==> config.mk <==
export PLATFORM = sky130hd
export DESIGN_NAME = cam_write_ctrl_flat
export DESIGN_NICKNAME = d
export VERILOG_FILES = /design/src/rtl/cam_pkg.sv /design/src/rtl/cam_write_ctrl_if.sv /design/src/rtl/cam_free_finder.sv /design/src/rtl/cam_write_ctrl.sv /design/src/flat_wrapper.sv
export SDC_FILE = /design/constraint.sdc
export NUM_CORES = 1
export LEC_CHECK = 0
export CAP_MARGIN = 5
export CORE_MARGIN = 2
export CORE_UTILIZATION = 45
export CTS_BUF_LIST = sky130_fd_sc_hd__clkbuf_4 sky130_fd_sc_hd__clkbuf_8
export DETAILED_ROUTE_END_ITERATION = 12
export PLACE_DENSITY = 0.82
export SKIP_LAST_GASP = 1
export SYNTH_ARGS = -nofsm -noshare
export SYNTH_HDL_FRONTEND = slang
export SYNTH_HIERARCHICAL = 1
export SYNTH_SLANG_ARGS = --single-unit
export TNS_END_PERCENT = 1
==> constraint.sdc <==
create_clock -name clk -period 2.3 [get_ports clk]
set_clock_uncertainty 0.15 [all_clocks]
set_input_delay 0.46 -clock clk [delete_from_list [all_inputs] [get_ports clk]]
set_output_delay 0.46 -clock clk [all_outputs]
set_load 0.05 [all_outputs]
==> src/rtl/cam_pkg.sv <==
// Shared CAM definitions: controller state encoding and the widths used by the
// CAM array, its write decoder and the write-port controller.
package cam_pkg;

    localparam int CAM_WIDTH      = 32;
    localparam int CAM_ADDR_WIDTH = 5;
    localparam int CAM_DEPTH      = 1 << CAM_ADDR_WIDTH;

    typedef enum logic {
        IDLE  = 1'b0,
        FLUSH = 1'b1
    } cam_ctrl_state_t;

endpackage

==> src/rtl/cam_write_ctrl_if.sv <==
// Request/response and CAM write-port bundle of the CAM write controller.
// The master is the table-management side; the slave is the controller.
interface cam_write_ctrl_if #(
    parameter int WIDTH      = 32,
    parameter int ADDR_WIDTH = 5
);
    logic                  insert_valid_i;
    logic [WIDTH-1:0]      insert_data_i;
    logic                  insert_ready_o;
    logic [ADDR_WIDTH-1:0] insert_index_o;
    logic                  inval_valid_i;
    logic [ADDR_WIDTH-1:0] inval_index_i;
    logic                  write_enable_o;
    logic [ADDR_WIDTH-1:0] write_index_o;
    logic [WIDTH-1:0]      write_data_o;
    logic                  write_valid_o;

    modport master (
        output insert_valid_i, insert_data_i, inval_valid_i, inval_index_i,
        input  insert_ready_o, insert_index_o,
        input  write_enable_o, write_index_o, write_data_o, write_valid_o
    );

    modport slave (
        input  insert_valid_i, insert_data_i, inval_valid_i, inval_index_i,
        output insert_ready_o, insert_index_o,
        output write_enable_o, write_index_o, write_data_o, write_valid_o
    );
endinterface

==> src/rtl/cam_free_finder.sv <==
// Lowest-zero priority encoder over the entry valid bitmap.
module cam_free_finder #(
    parameter int DEPTH      = 32,
    parameter int ADDR_WIDTH = 5
) (
    input  logic [DEPTH-1:0]      used_i,
    output logic [ADDR_WIDTH-1:0] idx_o,
    output logic                  any_free_o
);

    // Scan downward so the last hit is the lowest free entry.
    always_comb begin
        idx_o = '0;
        for (int i = DEPTH - 1; i >= 0; i--) begin
            if (!used_i[i]) idx_o = ADDR_WIDTH'(i);
        end
    end

    assign any_free_o = ~&used_i;

endmodule

==> src/rtl/cam_write_ctrl.sv <==
// CAM write-port sequencer: allocates free entries for inserts, issues
// invalidates, sweeps all entries on flush, and owns the valid bitmap/count.
module cam_write_ctrl
    import cam_pkg::*;
#(
    parameter int WIDTH      = CAM_WIDTH,
    parameter int ADDR_WIDTH = CAM_ADDR_WIDTH,
    parameter int DEPTH      = 1 << ADDR_WIDTH
) (
    input  logic                  clk,
    input  logic                  reset,
    cam_write_ctrl_if.slave       bus,
    input  logic                  flush_i,
    output logic [DEPTH-1:0]      valid_o,
    output logic [ADDR_WIDTH:0]   count_o,
    output logic                  full_o,
    output logic                  empty_o,
    output logic                  busy_o
);

    localparam logic ST_IDLE  = IDLE;
    localparam logic ST_FLUSH = FLUSH;
    localparam logic [ADDR_WIDTH:0] DEPTH_C = (ADDR_WIDTH + 1)'(DEPTH);
    localparam logic [ADDR_WIDTH:0] ONE_C   = (ADDR_WIDTH + 1)'(1);

    logic                  state_q,  state_d;
    logic [ADDR_WIDTH:0]   sweep_q,  sweep_d;
    logic [DEPTH-1:0]      valid_q,  valid_d;
    logic [ADDR_WIDTH:0]   count_q,  count_d;
    logic                  we_q,     we_d;
    logic [ADDR_WIDTH-1:0] widx_q,   widx_d;
    logic [WIDTH-1:0]      wdata_q,  wdata_d;
    logic                  wvalid_q, wvalid_d;

    logic [ADDR_WIDTH-1:0] free_idx;
    logic                  any_free;
    logic                  ins_ready;
    logic [ADDR_WIDTH-1:0] sweep_idx;

    cam_free_finder #(
        .DEPTH      (DEPTH),
        .ADDR_WIDTH (ADDR_WIDTH)
    ) u_finder (
        .used_i     (valid_q),
        .idx_o      (free_idx),
        .any_free_o (any_free)
    );

    assign full_o    = (count_q == DEPTH_C);
    assign empty_o   = (count_q == '0);
    assign busy_o    = (state_q == ST_FLUSH);
    assign valid_o   = valid_q;
    assign count_o   = count_q;
    assign sweep_idx = sweep_q[ADDR_WIDTH-1:0];

    assign ins_ready = (state_q == ST_IDLE) & !full_o & any_free
                     & !bus.inval_valid_i & !flush_i;

    assign bus.insert_ready_o = ins_ready;
    assign bus.insert_index_o = free_idx;
    assign bus.write_enable_o = we_q;
    assign bus.write_index_o  = widx_q;
    assign bus.write_data_o   = wdata_q;
    assign bus.write_valid_o  = wvalid_q;

    always_comb begin
        state_d  = state_q;
        sweep_d  = sweep_q;
        valid_d  = valid_q;
        count_d  = count_q;
        we_d     = 1'b0;
        widx_d   = '0;
        wdata_d  = '0;
        wvalid_d = 1'b0;

        if (state_q == ST_IDLE) begin
            if (flush_i) begin
                // Entry 0 is written on the way in so the sweep's first strobe
                // lines up with the first busy cycle.
                state_d = ST_FLUSH;
                sweep_d = ONE_C;
                we_d    = 1'b1;
                if (valid_q[0]) begin
                    valid_d[0] = 1'b0;
                    count_d    = count_q - ONE_C;
                end
            end else if (bus.inval_valid_i) begin
                we_d   = 1'b1;
                widx_d = bus.inval_index_i;
                if (valid_q[bus.inval_index_i]) begin
                    valid_d[bus.inval_index_i] = 1'b0;
                    count_d = count_q - ONE_C;
                end
            end else if (bus.insert_valid_i && ins_ready) begin
                we_d              = 1'b1;
                widx_d            = free_idx;
                wdata_d           = bus.insert_data_i;
                wvalid_d          = 1'b1;
                valid_d[free_idx] = 1'b1;
                count_d           = count_q + ONE_C;
            end
        end else begin
            // sweep_q reaching DEPTH means the strobe for DEPTH-1 is on the
            // port this cycle; drop back to IDLE behind it.
            if (sweep_q == DEPTH_C) begin
                state_d = ST_IDLE;
                sweep_d = '0;
            end else begin
                we_d    = 1'b1;
                widx_d  = sweep_idx;
                sweep_d = sweep_q + ONE_C;
                if (valid_q[sweep_idx]) begin
                    valid_d[sweep_idx] = 1'b0;
                    count_d = count_q - ONE_C;
                end
            end
        end
    end

    always_ff @(posedge clk) begin
        if (reset) begin
            state_q  <= ST_IDLE;
            sweep_q  <= '0;
            valid_q  <= '0;
            count_q  <= '0;
            we_q     <= 1'b0;
            widx_q   <= '0;
            wdata_q  <= '0;
            wvalid_q <= 1'b0;
        end else begin
            state_q  <= state_d;
            sweep_q  <= sweep_d;
            valid_q  <= valid_d;
            count_q  <= count_d;
            we_q     <= we_d;
            widx_q   <= widx_d;
            wdata_q  <= wdata_d;
            wvalid_q <= wvalid_d;
        end
    end

endmodule

==> src/flat_wrapper.sv <==
// flat-port wrapper written by rule: the top's interface ports become plain ports
module cam_write_ctrl_flat import cam_pkg::*;
#(
    parameter int WIDTH      = CAM_WIDTH,
    parameter int ADDR_WIDTH = CAM_ADDR_WIDTH,
    parameter int DEPTH      = 1 << ADDR_WIDTH
)
  (clk, reset, flush_i, valid_o, count_o, full_o, empty_o, busy_o, bus_insert_valid_i, bus_insert_data_i, bus_inval_valid_i, bus_inval_index_i, bus_insert_ready_o, bus_insert_index_o, bus_write_enable_o, bus_write_index_o, bus_write_data_o, bus_write_valid_o);
  cam_write_ctrl_if #(.WIDTH(WIDTH), .ADDR_WIDTH(ADDR_WIDTH)) bus_i ();
  input  logic clk;
  input  logic reset;
  input  logic flush_i;
  output logic [DEPTH-1:0] valid_o;
  output logic [ADDR_WIDTH:0] count_o;
  output logic full_o;
  output logic empty_o;
  output logic busy_o;
  input wire logic [$bits(bus_i.insert_valid_i)-1:0] bus_insert_valid_i;
  input wire logic [$bits(bus_i.insert_data_i)-1:0] bus_insert_data_i;
  input wire logic [$bits(bus_i.inval_valid_i)-1:0] bus_inval_valid_i;
  input wire logic [$bits(bus_i.inval_index_i)-1:0] bus_inval_index_i;
  output wire logic [$bits(bus_i.insert_ready_o)-1:0] bus_insert_ready_o;
  output wire logic [$bits(bus_i.insert_index_o)-1:0] bus_insert_index_o;
  output wire logic [$bits(bus_i.write_enable_o)-1:0] bus_write_enable_o;
  output wire logic [$bits(bus_i.write_index_o)-1:0] bus_write_index_o;
  output wire logic [$bits(bus_i.write_data_o)-1:0] bus_write_data_o;
  output wire logic [$bits(bus_i.write_valid_o)-1:0] bus_write_valid_o;
  assign bus_i.insert_valid_i = bus_insert_valid_i;
  assign bus_i.insert_data_i = bus_insert_data_i;
  assign bus_i.inval_valid_i = bus_inval_valid_i;
  assign bus_i.inval_index_i = bus_inval_index_i;
  assign bus_insert_ready_o = bus_i.insert_ready_o;
  assign bus_insert_index_o = bus_i.insert_index_o;
  assign bus_write_enable_o = bus_i.write_enable_o;
  assign bus_write_index_o = bus_i.write_index_o;
  assign bus_write_data_o = bus_i.write_data_o;
  assign bus_write_valid_o = bus_i.write_valid_o;
  cam_write_ctrl #(.WIDTH(WIDTH), .ADDR_WIDTH(ADDR_WIDTH), .DEPTH(DEPTH)) u_core (.clk(clk), .reset(reset), .bus(bus_i), .flush_i(flush_i), .valid_o(valid_o), .count_o(count_o), .full_o(full_o), .empty_o(empty_o), .busy_o(busy_o));
endmodule
=== After elaboration in Yosys (flattened, before gate mapping) ===
Index checks and enable logic that the tools add are counted.

* Add/subtract/negate cells: 3
* Multiply operators: 0
* Div/mod/pow operators: 0
* Magnitude comparators: 6
* Equality and inequality tests: 8
* Shift operators: 0
* Mux-type cells: 73
* Bitwise logic cells: 11
* Reductions and logical operators: 18

{| class="wikitable"
|+ Operator list
! operator !! count
|-
| 2-to-1 mux 32 bit || 6
|-
| 2-to-1 mux 5 bit || 37
|-
| 2-to-1 mux 6 bit || 11
|-
| AND 32 bit || 2
|-
| NOT 32 bit || 2
|-
| OR 32 bit || 1
|-
| AND reduction 32 bit || 1
|-
| 2-to-1 mux 31 bit || 1
|-
| less-than comparator 5 x 6 -> 1 bit, second input constant || 3
|-
| demux 1 bit (select 5 bit) || 3
|-
| >= comparator 5 x 1 -> 1 bit, second input constant || 3
|-
| 2-to-1 mux 1 bit || 13
|-
| adder 6 x 1 -> 6 bit, second input constant || 2
|-
| == test 6 bit, second input constant || 2
|-
| binary-select mux 1 bit (select 5 bit) || 2
|-
| AND reduction 5 bit || 2
|-
| logical NOT 6 bit || 1
|-
| != test 3 x 1 -> 1 bit, second input constant || 2
|-
| subtractor 6 x 1 -> 6 bit, second input constant || 1
|-
| OR reduction 5 bit || 1
|-
| AND 1 bit || 4
|-
| logical AND 1 bit || 4
|-
| logical NOT 1 bit || 4
|-
| != test 2 bit, second input constant || 2
|-
| 8 further kinds || 9
|}

* Bits in registers: 84
* Latch bits: 0
* RAM bits: 0
* Bits in read-only memories: 0
* Input bits: 42
* Output and inout port bits: 86
* Word-level logic and storage cells: 128
* Memories kept: 0

=== Depth between registers and ports, before layout ===
Gate-level depths: netlist (run 1).

* Depth in word-level cells: 41
* Depth in mapped cells: 11
* Mapped depth without buffers: 10

=== Modules after synthesis ===
The synthesis (run 1) kept the hierarchy.

{| class="wikitable"
|+ Modules (own cells, without submodules)
! module !! times used !! cells an instance !! area an instance (um^2) !! sequential area each (um^2)
|-
| cam_write_ctrl || 1 || 512 || 4,912.2 || 1,681.6
|-
| cam_free_finder || 1 || 66 || 392.9 || 0.0
|}

=== Worst setup path after synthesis (run 1) ===
OpenSTA, ideal clock, no wires.

* Path type: register to register
* Start: register u_core.valid_q[3] (netlist: u_core/valid_o[3])
* End: register u_core.valid_q[16] (netlist: u_core/valid_o[16])
* Setup time: 0.089 ns
* Arrival time: 3.399 ns
* Data required time: 2.061 ns
* Path slack: -1.338 ns
* Stages on the path, launching flop included: 8
* Path buffers: 1
* Clock period less this slack: 3.638 ns
* Cells stage by stage: dfxtp_1 -> nand4_1 -> or3_4 -> nor4_2 -> clkbuf_1 -> nor3b_1 -> a22oi_1 -> a311oi_2

* Word-level cells in the longest chain between the ends: 13
* Elaborated cells between the ends (all ways): 28
* Classes of those cells: order compare: 2; eq/ne: 2; mux: 14; bitwise: 4; reduce/logical: 6

{| class="wikitable"
|+ Ends and longest elaborated chain
! item !! line !! source
|-
| from (decl) || cam_write_ctrl.sv:28 || <nowiki>logic [DEPTH-1:0] valid_q, valid_d;</nowiki>
|-
| from (signal assigned) || cam_write_ctrl.sv:133 || <nowiki>valid_q <= valid_d;</nowiki>
|-
| 2-to-1 mux 5 bit * (4 in a row) || cam_free_finder.sv:15 || <nowiki>if (!used_i[i]) idx_o = ADDR_WIDTH'(i);</nowiki>
|-
| via bus_insert_index_o[4] || flat_wrapper.sv:23 || <nowiki>output wire logic [$bits(bus_i.insert_index_o)-1:0] bus_insert_index_o;</nowiki>
|-
| less-than comparator 5 x 6 -> 1 bit (not written as such) / >= comparator 5 x 1 -> 1 bit (equally long branches) || cam_write_ctrl.sv:99 || <nowiki>valid_d[free_idx] = 1'b1;</nowiki>
|-
| logical AND 1 bit (not written as such) || cam_write_ctrl.sv:99 ||
|-
| 2-to-1 mux 1 bit (not written as such) || cam_write_ctrl.sv:99 ||
|-
| demux 1 bit (select 5 bit) * || - ||
|-
| OR 32 bit (no source line) * || - ||
|-
| 2-to-1 mux 32 bit * || cam_write_ctrl.sv:94 || <nowiki>end else if (bus.insert_valid_i && ins_ready) begin</nowiki>
|-
| 2-to-1 mux 32 bit * || cam_write_ctrl.sv:87 || <nowiki>end else if (bus.inval_valid_i) begin</nowiki>
|-
| 2-to-1 mux 31 bit * || cam_write_ctrl.sv:77 || <nowiki>if (flush_i) begin</nowiki>
|-
| 2-to-1 mux 32 bit * || cam_write_ctrl.sv:76 || <nowiki>if (state_q == ST_IDLE) begin</nowiki>
|}

The timed path passes the listed nets; every way through them passes the cells marked *. The select of a mux whose other input is x is not followed.
A chain may end at the register's enable or synchronous reset.

=== Final worst setup path (run 1) ===
* Start: register u_core.valid_q[24] (netlist: u_core/valid_o[24])
* End: output port bus_insert_index_o[0]

* Word-level cells in the longest chain between the ends: 25

{| class="wikitable"
|+ Ends and longest elaborated chain
! item !! line
|-
| 2-to-1 mux 5 bit (25 in a row) || cam_free_finder.sv:15
|-
| to (decl) || flat_wrapper.sv:23
|}

No other way between the ends.

==> impl_metrics.tcl, run 1 <==
set metrics [dict create \
    drive_gt1_share_pct 43.8 \
    route.detailed.drc 0 \
    postCtsHoldBufs 0 \
    grt_pass1_wl_mm 33.7 \
    netlist_instances 578 \
    syn-cell-area_sq_um 5310 \
    syn_nets 626 \
    antenna_cells 0 \
    synth.yosys.seq_area_share_pct 31.7 \
    place_area_sq_um 8310 \
    cp_slowest_stage_delay_ns 0.34 \
    antenna_found_initial 0 \
    power_density_nw_per_um2 534 \
    outcome "finished with violations" \
    ant_nets 0 \
    coreArea_sq_um 11500 \
    rows 39 \
    setup_viol 61 \
    io_buffers 127 \
    track_usage_pct 34.2 \
    final_cell_area_sq_um 8810 \
    path_class "reg2out" \
    gp_congestion 1.04 \
    crit_path_start_kind "flip-flop" \
    overflow 0 \
    arrival_ns 2.14 \
    grt_max_degree 34 \
    initial_core_util_pct 46.3 \
    synthFlopType "dfxtp_1" \
    fin_util_pct 76.8 \
    cts_sinks 84 \
    worstMarginPinSlew_ns 0.610 \
    fin_crit_ns 2.75 \
    cpMostUsedCell "buf_6" \
    dr.pass1.iters 6 \
    multi_input_area_sq_um 3530 \
    syn_area_per_cell_sq_um 9.18 \
    cts_tree "yes" \
    grt_use_met3_pct 6.80 \
    violations "setup timing" \
    final_nets 922 \
    die-area_sq_um 12700 \
    busiest_layer "met2" \
    slew_headroom_pct 59.3 \
    use_met1_pct 45.3 \
    clock_latency_ns 0.38 \
    crit_slowest_cell "dfxtp_2" \
    fp.dieH_um 113 \
    first_iter_violations 722 \
    min_period_over_period_pct 120 \
    synth-edff-count 0 \
    ios 128 \
    num_vias 6236 \
    maxCapViolations 0 \
    clkTransAtPathRegs_ns 0.10 \
    hold_viol 0 \
    report.final.slew_viol_count 0 \
    dp_hpwl_mm 16.5 \
    ys_async_sr_fraction_pct 0 \
    synth_cell_types 68 \
    min-delay-path-class "in2reg" \
    synthToLayoutAreaGrowth_pct 66.0 \
    synth_warnings 6 \
    cp-end-kind "primary output" \
    wl_per_cell_um 21.5 \
    chipWidth_um 113 \
    cp_max_fo 9 \
    vdd.ir_drop.worst_mv 0.535 \
    fmax_mhz 364 \
    p_leak_uw 0.00343 \
    wirelength_mm 21.9 \
    fin_ws_ns -0.451 \
    fin_hold_ws_ns 0.337 \
    place_ws_ns -0.920 \
    max-clock-path-buffers 2 \
    grt_pass1_vias 6104 \
    cts_buffers 9 \
    htree_levels 3 \
    routed_via_density 6.10 \
    cts_root_buffer "clkbuf_8" \
    fill_cells 799 \
    rsz0062_at_grt "true" \
    gr-usage-met2_pct 55.2 \
    seq_area_sq_um 1750 \
    crit_required_ns 1.69 \
    synth-seq-cells 84 \
    path_cells "buf_6 > inv_1 > o2111ai_2 > a31oi_4 > a2111oi_4 > o221a_2 > buf_6 > buf_12" \
]
==> cell families after synthesis <==
logic type	share of synthesized area, %
flops	31.7
compound gates	31.3
mux	8.35
xor+xnor	0.165
simple gates	21.0
buf+inv	6.16
fa+ha+maj	1.42
==> Yosys cell counts (4+ instances only) <==
cell type	count	share of area, %
a311oi_2	30	8.5
a22oi_1	64	9.1
mux4_2	8	3.4
nand2_1	33	2.3
nand2b_1	5	0.59
nor2_1	35	2.5
and3b_1	5	0.83
buf_6	8	1.7
dfxtp_1	84	32
and2_1	35	4.1
o21ai_0	13	1.2
inv_1	19	1.3
mux2_2	5	1.1
mux2i_1	6	1.1
and3_1	10	1.2
a31oi_1	8	0.94
nor3b_1	7	0.99
mux2_1	8	1.7
a21oi_2	23	3.8
nor3_1	14	1.3
nand3_1	17	1.6
ha_1	6	1.4
clkbuf_1	27	1.9
buf_1	6	0.42
nand3b_1	4	0.57
nand4_1	12	1.4
buf_2	5	0.47
a21oi_1	25	2.4
==> cell type report <==
type                            count  share of cell area (%)
Clock buffer                        9                    1.41
Clock inverter                      7                   0.739
Inverter                           20                   0.852
Multi-Input combinational cell    426                    40.0
Sequential cell                    84                    19.8
Tap cell                          143                    2.03
Timing Repair Buffer              333                    35.1
==> cell usage in the layout (no fill, tap or decap), drive strengths merged, types with 6 or more instances in the layout <==
| cell type | instances |
|---|---|
| a21oi | 48 |
| a22oi | 64 |
| a311oi | 31 |
| a31oi | 8 |
| and2 | 37 |
| and3 | 10 |
| and3b | 6 |
| buf | 219 |
| clkbuf | 9 |
| clkdlybuf4s50 | 113 |
| dfxtp | 84 |
| ha | 6 |
| inv | 25 |
| mux2 | 15 |
| mux2i | 6 |
| mux4 | 9 |
| nand2 | 33 |
| nand3 | 17 |
| nand4 | 12 |
| nor2 | 35 |
| nor3 | 17 |
| nor3b | 10 |
| o21ai | 15 |
==> what timing repair did <==
action / 4_1_cts / 5_1_grt
endpoints found under the setup margin: 71 / 79
buffers inserted: 11 / 1
resized for setup: 29 / 13
pin swaps: 22 / 8
==> registers in the layout (all words and copies together), names as in the netlist <==
signal	flops
u_core/bus.write_data_o	32
u_core/valid_o	32
u_core/count_o	6
u_core/sweep_q	6
u_core/bus.write_index_o	5
u_core/bus.write_enable_o	1
u_core/bus.write_valid_o	1
u_core/busy_o	1
==> worst max-delay path, delay by kind of cell, from the launching register on <==
| kind | cells | cell delay, ns |
|---|---|---|
| flip-flops | 1 | 0.34 |
| buffers and inverters | 4 | 0.45 |
| AO/OA/AOI/OAI | 4 | 0.96 |
==> metrics by stage <==
| step | power [uW] | TNS [ns] | std cells |
|---|---|---|---|
| finish | 4700 | -16.97 | 1022 |
| detailed placement | 3580 | -35.20 | 994 |
| global route | 4880 | -22.14 | 1022 |
| floorplan | 2740 | -15.72 | 578 |
| CTS | 4670 | -15.67 | 1021 |
| global placement | 3520 | -30.24 | 994 |
==> final timing paths <==
kind	cells after the start	from	to	slack (ns)
max	8	u_core/valid_o[24]	bus_insert_index_o[0]	-0.45
min	2	reset	u_core/bus.write_index_o[1]	0.34
min reg2reg	1	u_core/sweep_q[5]	u_core/sweep_q[5]	0.45
max reg2reg	13	u_core/valid_o[28]	u_core/valid_o[20]	-0.41
==> layer usage <==
| metal | share of wire (%) | wire, um | vias up |
|---|---|---|---|
| met1 | 39 | 8560 | 2997 |
| met5 | 0 | 0 | - |
| met4 | 3.5 | 757 | 0 |
| met2 | 48 | 10600 | 363 |
| met3 | 9.4 | 2060 | 78 |
| li1 | - | - | 2798 |
==> power breakdown <==
group / internal, uW / switching, uW / total, uW
registers: 1560 / 88.9 / 1650
clock network: 418 / 642 / 1060
logic: 891 / 1100 / 1990
total: 2870 / 1830 / 4700
No activity file was read; power rests on OpenSTA's default activity.
==> inputs of run 2 (changes only) <==
--- a/config.mk
+++ b/config.mk
@@ -7,10 +7,10 @@
 export LEC_CHECK = 0
 export CAP_MARGIN = 5
 export CORE_MARGIN = 2
-export CORE_UTILIZATION = 45
+export CORE_UTILIZATION = 47
 export CTS_BUF_LIST = sky130_fd_sc_hd__clkbuf_4 sky130_fd_sc_hd__clkbuf_8
 export DETAILED_ROUTE_END_ITERATION = 12
-export PLACE_DENSITY = 0.82
+export PLACE_DENSITY_LB_ADDON = 0.12
 export SKIP_LAST_GASP = 1
 export SYNTH_ARGS = -nofsm -noshare
 export SYNTH_HDL_FRONTEND = slang
==> run 2 against run 1 <==
Against the previous run: the run still ends with setup timing left; final cell count is 0.49% lower; setup slack better by 0.012 ns; sequential cell count stayed put; clock power is 8% higher; maximum frequency is 0.45% higher; power is 1.5% higher; count of clock-buffer cells in the layout is 1 higher; core utilization is 2.8 points higher; combinational power hardly changed; sequential power hardly changed; routed wire length is 3.3% lower; critical path type unchanged.
==> impl_metrics.tcl, run 2 (synthesis results as in run 1) <==
set metrics [dict create \
    die-area_sq_um 12200 \
    slew_headroom_pct 62.4 \
    fmax_mhz 365 \
    path_buf_inv 4 \
    postCtsHoldBufs 0 \
    antenna_found_initial 0 \
    num_vias 6155 \
    htree_levels 3 \
    wl_per_cell_um 20.9 \
    grt_pass1_vias 5978 \
    power_uw 4770 \
    cts_tree "yes" \
    io_buffers 127 \
    critical_path.top_delay_family "buffers and inverters" \
    hold_end "u_core/count_o[5]" \
    rsz0062_at_grt "true" \
    setup_viol 68 \
    arrival_ns 2.13 \
    first_iter_violations 676 \
    drive_gt1_share_pct 43.2 \
    layoutNonFillerInstCount 1017 \
    cts_root_buffer "clkbuf_8" \
    clock_latency_ns 0.39 \
    report.final.slew_viol_count 0 \
    min_period_over_period_pct 119 \
    cp_slowest_stage_delay_ns 0.33 \
    r2r_start "u_core/sweep_q[0]" \
    place_area_sq_um 8280 \
    antenna_cells 0 \
    routed_via_density 6.05 \
    clkTransAtPathRegs_ns 0.09 \
    fp.dieH_um 110 \
    cpMostUsedCell "buf_4" \
    maxCapViolations 0 \
    final_cell_area_sq_um 8700 \
    chipWidth_um 110 \
    cp_max_fo 7 \
    ant_nets 0 \
    grt_max_degree 48 \
    dr.pass1.iters 6 \
    ios 128 \
    hold_viol 0 \
    regToRegEndpoint "u_core/valid_o[4]" \
    max-clock-path-buffers 2 \
    dp.cells 991 \
    vdd.ir_drop.worst_mv 0.446 \
    holdPathStages 2 \
    path_class "reg2out" \
    crit_path_start_kind "flip-flop" \
    fin_crit_ns 2.74 \
    synthToLayoutAreaGrowth_pct 64.1 \
    reg2reg_depth 9 \
    initial_core_util_pct 48.5 \
    worstMarginPinSlew_ns 0.550 \
    mostFrequentLayoutCells "buf_4, clkdlybuf4s50_1, a22oi_1, dfxtp_1, and2_1" \
    track_usage_pct 35.3 \
    final_nets 920 \
    min-delay-start "reset" \
    min-delay-path-class "in2reg" \
    cp-end-kind "primary output" \
    rows 38 \
    p_leak_uw 0.00341 \
    overflow 0 \
    reg2reg_slack_ns -0.43 \
    fin_util_pct 79.6 \
    crit_slowest_cell "dfxtp_2" \
    grt_pass1_wl_mm 32.1 \
    wirelength_mm 21.2 \
    gp_congestion 1.01 \
    crit_required_ns 1.69 \
    power_density_nw_per_um2 548 \
    final_common_cell "buf_4" \
    coreArea_sq_um 10900 \
    fin_ws_ns -0.438 \
    cts_buffers 9 \
    outcome "finished with violations" \
    path_cells "buf_4 > nand2_1 > a31oi_1 > o21ai_1 > a211oi_1 > buf_4 > nor3_4 > buf_4 > buf_6" \
    route.detailed.drc 0 \
    violations "setup timing" \
    cts_sinks 84 \
    dp_hpwl_mm 15.6 \
]
[run 2: changes by cell type in the layout (fill, tap and decap cells not counted), moves of 2 or more]
cell,before,now
a21oi_1,20,17
mux2_1,5,7
a31oi_1,5,7
buf_12,22,18
buf_4,188,194
a21oi_2,25,29
inv_6,4,1
mux2_4,4,2
buf_6,7,4
[run 2: routing by layer]
metal	track usage, %	wire (um)
met1	45.9	8530
met2	55.9	9860
met3	7.76	2090
met4	16.4	731
met5	0	0
[run 2: cell type report]
class	count	area (sq um)
repair buffers	331	3030
inverters	20	75.1
fillers	756	2230
multi-input cells	426	3480
clock buffers	10	138
flip-flops and latches	84	1740
clock inverters	6	68.8
well taps	140	175
[run 2: how the worst max path moves through the flow]
stage                          from                     to  slack, ns  cells past startpoint
6_report         u_core/valid_o[30]  bus_insert_index_o[1]      -0.44                      9
5_1_grt          u_core/valid_o[28]      u_core/valid_o[8]      -0.52                     13
4_1_cts          u_core/valid_o[28]     u_core/valid_o[17]      -0.38                     13
3_5_place_dp   bus_inval_index_i[0]     u_core/valid_o[17]      -0.81                     11
3_3_place_gp   bus_inval_index_i[0]      u_core/valid_o[5]      -0.75                     11
2_1_floorplan     u_core/valid_o[2]     u_core/valid_o[31]      -0.48                      8
[run 2: what timing repair did]
item | 4_1_cts | 5_1_grt
setup buffers | 8 | 1
pin swaps | 13 | 3
cloned | 1 | 0
setup endpoints to repair | 65 | 84
gates resized for setup | 25 | 1
[run 2: report_power, final]
group          total [uW]  internal [uW]  switching [uW]
clock                1150            542             612
sequential           1650           1560            89.2
combinational        1970            883            1080
total                4770           2990            1780
[run 2: metrics by stage]
step / hold slack [ns] / worst slack, ns / setup TNS (ns)
floorplan: 0.311 / -0.477 / -15.72
global placement: 0.391 / -0.751 / -26.75
detailed placement: 0.412 / -0.806 / -28.93
CTS: 0.228 / -0.382 / -16.55
global route: 0.267 / -0.524 / -24.52
finish: 0.257 / -0.438 / -18.49
==> inputs of run 3 (changes only) <==
--- a/config.mk
+++ b/config.mk
@@ -11,6 +11,7 @@
 export CTS_BUF_LIST = sky130_fd_sc_hd__clkbuf_4 sky130_fd_sc_hd__clkbuf_8
 export DETAILED_ROUTE_END_ITERATION = 12
 export PLACE_DENSITY_LB_ADDON = 0.12
+export SETUP_SLACK_MARGIN = 0.05
 export SKIP_LAST_GASP = 1
 export SYNTH_ARGS = -nofsm -noshare
 export SYNTH_HDL_FRONTEND = slang
==> run 3 against run 2 <==
Against the previous run: the flow still finishes with violations (setup timing); maximum frequency decreased by 1.6%; setup slack lost 0.044 ns; largest cell class unchanged; count of clock-buffer cells in the layout unchanged; final cell count is the same.
==> impl_metrics.tcl, run 3 (synthesis results as in run 1) <==
set metrics [dict create \
    outcome "finished with violations" \
    violations "setup timing" \
    wirelength_mm 21.3 \
    ios 128 \
    use_met1_pct 45.9 \
    dp_hpwl_mm 15.6 \
    coreArea_sq_um 10900 \
    path_cells "buf_4 > nand2_1 > a31oi_1 > o21ai_1 > a211oi_1 > buf_4 > nor3_4 > buf_4 > inv_1 > and3_2 > buf_4 > a22oi_1 > a311oi_2" \
    fp.dieH_um 110 \
    cp_max_fo 7 \
    grt_pass1_wl_mm 32.1 \
    route.detailed.drc 0 \
    wl_per_cell_um 20.9 \
    antenna_cells 0 \
    fill_cells 756 \
    cts_buffers 9 \
    grt_pass1_vias 5973 \
    postCtsHoldBufs 0 \
    seq_area_sq_um 1740 \
    htree_levels 3 \
    routed_via_density 6.09 \
    synthToLayoutAreaGrowth_pct 64.1 \
    hold_viol 0 \
    path_buf_inv 5 \
    cp_slowest_stage_delay_ns 0.34 \
    regToRegEndpoint "u_core/valid_o[25]" \
    rows 38 \
    worstMarginPinSlew_ns 0.543 \
    crit_start "u_core/valid_o[30]" \
    grt_use_met3_pct 7.76 \
    gp_congestion 1.01 \
    io_buffers 127 \
    clkTransAtPathRegs_ns 0.10 \
    busiest_layer "met2" \
    max-clock-path-buffers 2 \
    cpMostUsedCell "buf_4" \
    initial_core_util_pct 48.5 \
    cp-end-kind "flip-flop" \
    power_density_nw_per_um2 549 \
    dr.pass1.iters 5 \
    setup.worst_path.end "u_core/valid_o[25]" \
    grt_max_degree 48 \
    final_nets 920 \
    arrival_ns 2.93 \
    clock_latency_ns 0.39 \
    setup_viol 65 \
    fin_util_pct 79.6 \
    crit_slowest_cell "dfxtp_2" \
    num_vias 6190 \
    chipWidth_um 110 \
    die-area_sq_um 12200 \
    slew_headroom_pct 62.8 \
    fmax_mhz 359 \
    fin_crit_ns 2.78 \
    rsz0062_at_grt "true" \
    maxCapViolations 0 \
    drive_gt1_share_pct 43.2 \
    mostFrequentLayoutCells "buf_4, clkdlybuf4s50_1, a22oi_1, dfxtp_1, and2_1" \
    cts_root_buffer "clkbuf_8" \
    r2r_start "u_core/valid_o[30]" \
    p_leak_uw 0.00341 \
    first_iter_violations 706 \
    multi_input_area_sq_um 3480 \
    reg2reg_slack_ns -0.48 \
    track_usage_pct 35.4 \
    min_period_over_period_pct 121 \
    path_class "reg2reg" \
    gr-usage-met2_pct 55.9 \
    reg2reg_depth 13 \
    ant_nets 0 \
    antenna_found_initial 0 \
    cts_tree "yes" \
    min-delay-path-class "in2reg" \
    crit_path_start_kind "flip-flop" \
    cts_sinks 84 \
    final_common_cell "buf_4" \
    critical_path.top_delay_family "compound AO/OA/AOI/OAI gates" \
    vdd.ir_drop.worst_mv 0.447 \
    fin_ws_ns -0.482 \
    power_uw 4780 \
    crit_required_ns 2.44 \
    cp_num_cells 13 \
    overflow 0 \
    report.final.slew_viol_count 0 \
    place_ws_ns -0.806 \
]
==> run 3: through the flow <==
step                area, sq um  instances  hold slack [ns]  setup TNS (ns)
floorplan                  5430        578            0.311          -15.72
global placement           8280        991            0.391          -26.75
detailed placement         8280        991            0.412          -28.93
CTS                        8690       1016            0.228          -16.55
global route               8700       1017            0.267          -24.52
finish                     8700       1017            0.247          -18.32
==> run 3: worst min path at each step <==
| stage | startpoint | end | slack, ns | cells past startpoint |
|---|---|---|---|---|
| global placement | u_core/valid_o[20] | u_core/valid_o[20] | 0.39 | 2 |
| floorplan | u_core/sweep_q[5] | u_core/sweep_q[5] | 0.31 | 1 |
| finish | reset | u_core/count_o[5] | 0.25 | 2 |
| CTS | reset | u_core/count_o[5] | 0.23 | 2 |
| global route | reset | u_core/count_o[5] | 0.27 | 2 |
| detailed placement | u_core/valid_o[20] | u_core/valid_o[20] | 0.41 | 2 |
==> run 3: repair_timing <==
action,in CTS,in global routing
buffers inserted,8,1
cloned,1,0
gates resized for setup,25,1
endpoints found under the setup margin,86,115
pin swaps,13,3
==> run 3: area by class of cell <==
class,instances,share of cell area (%)
Tap cell,140,2.01
Timing Repair Buffer,331,34.8
Multi-Input combinational cell,426,40.0
Clock inverter,6,0.791
Clock buffer,10,1.58
Inverter,20,0.863
Sequential cell,84,20.0
==> run 3: worst reg2reg max path, delay by kind of cell (launching register included) <==
family                 cells  cell delay [ns]
DFF                        1             0.34
AOI/OAI and AO/OA          5             1.12
and+or+nand+nor            3             0.38
buffers and inverters      5             0.70
==> run 3: power by group <==
part | switching (uW) | internal (uW) | total, uW | leakage [uW]
Sequential | 88.4 | 1560 | 1650 | 0.000700
Combinational | 1080 | 883 | 1970 | 0.00260
Clock | 617 | 542 | 1160 | 0.000105
==> run 3: metal layers <==
metal	routed length [um]	vias to the layer above
li1	-	2791
met3	2230	82
met1	8370	2915
met4	797	0
met2	9880	402
met5	0	-
